==> config.mk <==
export PLATFORM = sky130hd
export DESIGN_NAME = mult_seq
export DESIGN_NICKNAME = d
export VERILOG_FILES = /design/src/rtl/mult_pkg.sv /design/src/rtl/mult_cneg.sv /design/src/rtl/mult_seq.sv
export SDC_FILE = /design/constraint.sdc
export NUM_CORES = 1
export LEC_CHECK = 0
export CAP_MARGIN = 0
export CORE_ASPECT_RATIO = 1.1
export CORE_MARGIN = 10
export CORE_UTILIZATION = 40
export DETAILED_ROUTE_END_ITERATION = 7
export SYNTH_ARGS = -nofsm -noshare
export SYNTH_HDL_FRONTEND = slang
export SYNTH_SLANG_ARGS = --single-unit
==> constraint.sdc <==
create_clock -name clk -period 4.7 [get_ports clk]
set_input_delay 0.94 -clock clk [delete_from_list [all_inputs] [get_ports clk]]
set_output_delay 0.94 -clock clk [all_outputs]
set_load 0.01 [all_outputs]
==> src/rtl/mult_pkg.sv <==
// mult_pkg
// Shared definitions for the sequential shift-add multiplier.
// Contents:
//   state_t - FSM state encoding (IDLE, RUN, DONE; 2'd3 is unused)
//   clog2   - ceiling log2, used to size the iteration counter
package mult_pkg;

    typedef enum logic [1:0] {
        ST_IDLE = 2'd0,
        ST_RUN  = 2'd1,
        ST_DONE = 2'd2
    } state_t;

    // Ceiling log2, evaluated at elaboration time for parameter sizing.
    function automatic int clog2(input int value);
        int res;
        int v;
        res = 0;
        v   = value - 1;
        while (v > 0) begin
            res = res + 1;
            v   = v >> 1;
        end
        return res;
    endfunction

endpackage

==> src/rtl/mult_cneg.sv <==
// mult_cneg
// Combinational conditional two's-complement negate.
// Ports:
//   neg    in   1      1 = output the negation of value, 0 = pass through
//   value  in   WIDTH  operand
//   result out  WIDTH  value or -value
module mult_cneg #(
    parameter int WIDTH = 8
) (
    input  logic             neg,
    input  logic [WIDTH-1:0] value,
    output logic [WIDTH-1:0] result
);

    // Negating zero wraps back to zero, so a zero magnitude never
    // turns into a "negative zero".
    always_comb begin
        result = neg ? (~value + WIDTH'(1)) : value;
    end

endmodule

==> src/rtl/mult_seq.sv <==
// mult_seq
// Parametrised sequential shift-add multiplier with signed/unsigned mode.
// Operands are converted to magnitudes on start, multiplied over WIDTH
// cycles, and the product sign is applied when the result is registered.
// Ports:
//   clk          in   1        rising-edge clock
//   rst          in   1        synchronous active-high reset
//   start        in   1        request, accepted in IDLE or DONE
//   signed_mode  in   1        1 = two's complement operands/result
//   a            in   WIDTH    multiplicand
//   b            in   WIDTH    multiplier
//   busy         out  1        high while computing
//   done         out  1        result valid (pulse or hold, see DONE_HOLD)
//   r            out  2*WIDTH  product, held until the next completion
module mult_seq
    import mult_pkg::*;
#(
    parameter int WIDTH     = 8,
    parameter bit DONE_HOLD = 1'b1
) (
    input  logic               clk,
    input  logic               rst,
    input  logic               start,
    input  logic               signed_mode,
    input  logic [WIDTH-1:0]   a,
    input  logic [WIDTH-1:0]   b,
    output logic               busy,
    output logic               done,
    output logic [2*WIDTH-1:0] r
);

    localparam int CW = clog2(WIDTH + 1);

    state_t               state;
    state_t               next_state;
    logic                 load;
    logic                 finish;
    logic [CW-1:0]        count;
    logic [2*WIDTH-1:0]   mcand;
    logic [WIDTH-1:0]     mplier;
    logic [2*WIDTH-1:0]   acc;
    logic [2*WIDTH-1:0]   acc_sum;
    logic [2*WIDTH-1:0]   r_fixed;
    logic                 neg_res;
    logic                 mode;
    logic [WIDTH-1:0]     a_mag;
    logic [WIDTH-1:0]     b_mag;

    // Magnitudes of the operands; in signed mode the most-negative value
    // maps to 2^(WIDTH-1), which still fits in WIDTH unsigned bits.
    mult_cneg #(.WIDTH(WIDTH)) u_neg_a (
        .neg    (signed_mode & a[WIDTH-1]),
        .value  (a),
        .result (a_mag)
    );

    mult_cneg #(.WIDTH(WIDTH)) u_neg_b (
        .neg    (signed_mode & b[WIDTH-1]),
        .value  (b),
        .result (b_mag)
    );

    // Accumulator after this cycle's partial product; on the final
    // iteration this is the complete unsigned magnitude of the product.
    always_comb begin
        acc_sum = acc + (mplier[0] ? mcand : '0);
    end

    // Apply the product sign to the final magnitude.
    mult_cneg #(.WIDTH(2*WIDTH)) u_neg_r (
        .neg    (mode & neg_res),
        .value  (acc_sum),
        .result (r_fixed)
    );

    // State register.
    always_ff @(posedge clk) begin
        if (rst) begin
            state <= ST_IDLE;
        end else begin
            state <= next_state;
        end
    end

    // Next-state and output decode. A start in DONE re-enters RUN
    // directly so back-to-back operations lose no cycle.
    always_comb begin
        next_state = state;
        load       = 1'b0;
        finish     = 1'b0;
        busy       = 1'b0;
        done       = 1'b0;
        case (state)
            ST_IDLE: begin
                if (start) begin
                    load       = 1'b1;
                    next_state = ST_RUN;
                end
            end
            ST_RUN: begin
                busy = 1'b1;
                if (count == CW'(1)) begin
                    finish     = 1'b1;
                    next_state = ST_DONE;
                end
            end
            ST_DONE: begin
                done = 1'b1;
                if (start) begin
                    load       = 1'b1;
                    next_state = ST_RUN;
                end else if (!DONE_HOLD) begin
                    next_state = ST_IDLE;
                end
            end
            default: begin
                next_state = ST_IDLE;
            end
        endcase
    end

    // Datapath: operand capture on load, one shift-add step per RUN
    // cycle, and result capture on the last step. r is left untouched
    // by load so the previous product stays visible during the next run.
    always_ff @(posedge clk) begin
        if (rst) begin
            count   <= '0;
            mcand   <= '0;
            mplier  <= '0;
            acc     <= '0;
            neg_res <= 1'b0;
            mode    <= 1'b0;
            r       <= '0;
        end else if (load) begin
            count   <= CW'(WIDTH);
            mcand   <= {{WIDTH{1'b0}}, a_mag};
            mplier  <= b_mag;
            acc     <= '0;
            neg_res <= signed_mode & (a[WIDTH-1] ^ b[WIDTH-1]);
            mode    <= signed_mode;
        end else if (state == ST_RUN) begin
            acc    <= acc_sum;
            mcand  <= mcand << 1;
            mplier <= mplier >> 1;
            count  <= count - CW'(1);
            if (finish) begin
                r <= r_fixed;
            end
        end
    end

endmodule

==> results.ini <==
[clock_network]
root_buffer=clkbuf_8
cts_setup_buffers=0
cts_hold_buffers=0
clk_latency_ns=0.35
cts.sinks=64
ctsHtreeMaxLevel=3
cts_tree=done
cts_resized=0
numCtsBuffers=9
path_clk_slew_ns=0.08
clockBufferDepth=2

[critical_path]
crit_path_max_fanout=17
crit_slowest_cell=or4_1
path_buf_inv=0
cp.arrival_ns=3.84
r2r_end=r[13]
cp-start-kind=flip-flop
ff2ff_setup_slack_ns=1.11
r2r-start=mplier[0]
end_kind=flip-flop
r2r_cells=11
max_stage_delay_ns=0.61
timing.critical_path.cells=and2_1 > ha_1 > fa_1 > a211oi_2 > o21a_2 > o221ai_2 > or4_1 > a211oi_2 > nand4_1 > a21o_1 > a311oi_2
crit_family=compound AO/OA/AOI/OAI gates
crit_type=reg -> reg
critical_path_required_ns=4.96
path_common_cell=a211oi_2

[outcome]
status=complete, no violations

[layout]
diodes=0
area_delta_synth_final_pct=16.23
finish.utilization_pct=47.22
drive_gt1_share_pct=6.329
instances_no_fill=673
final_nets=589

[synthesis]
yosysSeqAreaShare_pct=32.20
synth_top_area_share_pct=32.20
synth_seq_cells=64
synth_edf_count=0
synth_area_leaders=dfxtp_1, nand2_1, a21oi_1
syn-mean-instance-area_sq_um=7.608
syn_area_sq_um=3979
yosys_warnings=0
netlist_top_cells_count=nand2_1, dfxtp_1, nor2_1
yosysMostFrequentCell=nand2_1
yosysTopAreaCell=dfxtp_1
synth_fp_nets=564
synth_flop_cell=dfxtp_1
syn_inst=523
synth_cell_types=57
async_flop_share_pct=0

[grt]
grt_max_degree=42
antenna_found_initial=0
grt_pass1_vias=3572
grt_use_total_pct=14.22
overflow=0
grt_pass1_wl_um=16980

[die]
rows=38
core-area_sq_um=9794
fp.dieH_um=124.6
io-pin-count=38
dieArea_sq_um=14340
start_util_pct=40.62
fp.dieW_um=115.1

[pwr]
p_leak_nw=1.777
p_comb_share_pct=15.5
ir_worst_vdd_mv=0.1636
sw_frac_of_total_pct=29.75
p_switching_uw=378.5
p_int_uw=893.6
power.share.clock_pct=38.8
seqPwrFrac_pct=45.7
power.density_nw_per_um2=275.1

[timing]
fmax_ghz=0.2788
worst_pin_slew_ns=0.7187
hold_viol=0
maxSlewHeadroom_pct=51.94
rsz0062_at_grt=false
maxSlewViolCount=0
setup_viol=0
min_period_ns=3.586
finalCritPeriodShare_pct=76.31
finClkSkew_ns=0.006897
setup_tns_ns=0

[run]
drv_cap=0

[drt]
wire_per_inst_um=14.68
drc=0
ant_nets=0
avgViaCountPerCell=5.380
first_pass_iters=6
vias=3621
wirelength_um=9882
first_iter_violations=98

[placed_design]
portBuffers=37
place.gp.congestion=0.8956
hpwl_um=7349
dp_cells=657

[worst_hold_path]
hold_class=reg -> reg
min_from=r[8]
min_to=r[8]
whs_path_depth=2

## state kept, by name, summed over array words and instances, names as in the netlist
signal / count
mcand: 16
mplier: 8
state: 2
count: 4
mode: 1
acc: 16
r: 16
neg_res: 1
## placed cells by master (no fill, tap or decap), types with 3 or more instances in the layout
cell,n
o21ai_1,3
inv_6,3
a311oi_1,13
clkdlybuf4s50_1,37
nor2_1,59
nor4_1,3
o211ai_1,5
and2_1,18
or3_1,3
a21oi_1,51
a31oi_1,3
dfxtp_1,64
xor2_1,22
clkbuf_8,9
a211oi_1,13
nand3_1,8
xnor2_1,12
nand2_1,101
ha_1,20
buf_4,6
a21o_1,9
nand3b_1,7
and3_1,3
nand2b_1,4
o211a_1,3
nor3_1,12
o21ai_0,10
inv_1,11
## worst max path at each step
stage               from     to  slack, ns  cells past startpoint
6_report       mplier[0]  r[13]       1.11                     11
3_3_place_gp   mplier[0]  r[13]       1.22                     11
4_1_cts        mplier[0]  r[13]       1.10                     11
5_1_grt        mplier[0]  r[12]       0.91                     11
3_5_place_dp   mplier[0]  r[13]       1.14                     11
2_1_floorplan  mplier[0]  r[12]       1.57                     11
## through the flow
stage | instance area (sq um) | setup WS, ns | hold slack [ns] | power [mW]
detailed placement | 4423 | 1.142 | 0.4469 | 0.7927
floorplan | 3979 | 1.571 | 0.4364 | 0.7260
global route | 4624 | 0.9094 | 0.4805 | 1.334
finish | 4624 | 1.114 | 0.4529 | 1.272
CTS | 4624 | 1.103 | 0.4579 | 1.285
global placement | 4423 | 1.222 | 0.4390 | 0.7882
## worst reg2reg max path, cell delays in order (launching register included)
cell	delay, ns
dfxtp_1	0.45
and2_1	0.21
ha_1	0.21
fa_1	0.43
a211oi_2	0.35
o21a_2	0.22
o221ai_2	0.11
or4_1	0.61
a211oi_2	0.22
nand4_1	0.21
a21o_1	0.25
a311oi_2	0.22
## per-layer routing
metal | track usage [%] | wire length (um) | share of wire [%] | vias to the layer above
li1 | - | - | - | 1880
met2 | 22.78 | 4556 | 46 | 58
met4 | 4.665 | 128 | 1.3 | 0
met5 | 0 | 0 | 0 | -
met1 | 18.06 | 4811 | 49 | 1673
met3 | 3.468 | 386 | 3.9 | 10
## layout make-up
cell class / count / area, sq um
fillers: 1013 / 5170
multi-input cells: 418 / 2531
flip-flops and latches: 64 / 1281
repair buffers: 43 / 415.4
well taps: 120 / 150.1
clock buffers: 9 / 123.9
clock inverters: 7 / 77.57
inverters: 12 / 45.04
## power groups by stage
stage / Sequential [mW] / Clock [mW] / Combinational, mW
6_report: 0.582 / 0.493 / 0.197
5_1_grt: 0.586 / 0.527 / 0.221
4_1_cts: 0.582 / 0.505 / 0.199
3_5_place_dp: 0.594 / 0 / 0.198
3_3_place_gp: 0.594 / 0 / 0.195
2_1_floorplan: 0.589 / 0 / 0.137
## cells by family after synthesis
group                    share of synthesized area [%]
XOR/XNOR                                         7.484
adder cells (fa/ha/maj)                          6.792
buffers and inverters                            4.182
flip-flops                                       32.20
AO/OA/AOI/OAI                                    22.52
AND/OR/NAND/NOR                                  26.29
multiplexers                                    0.5346
Power figures use the tool's default switching activity.
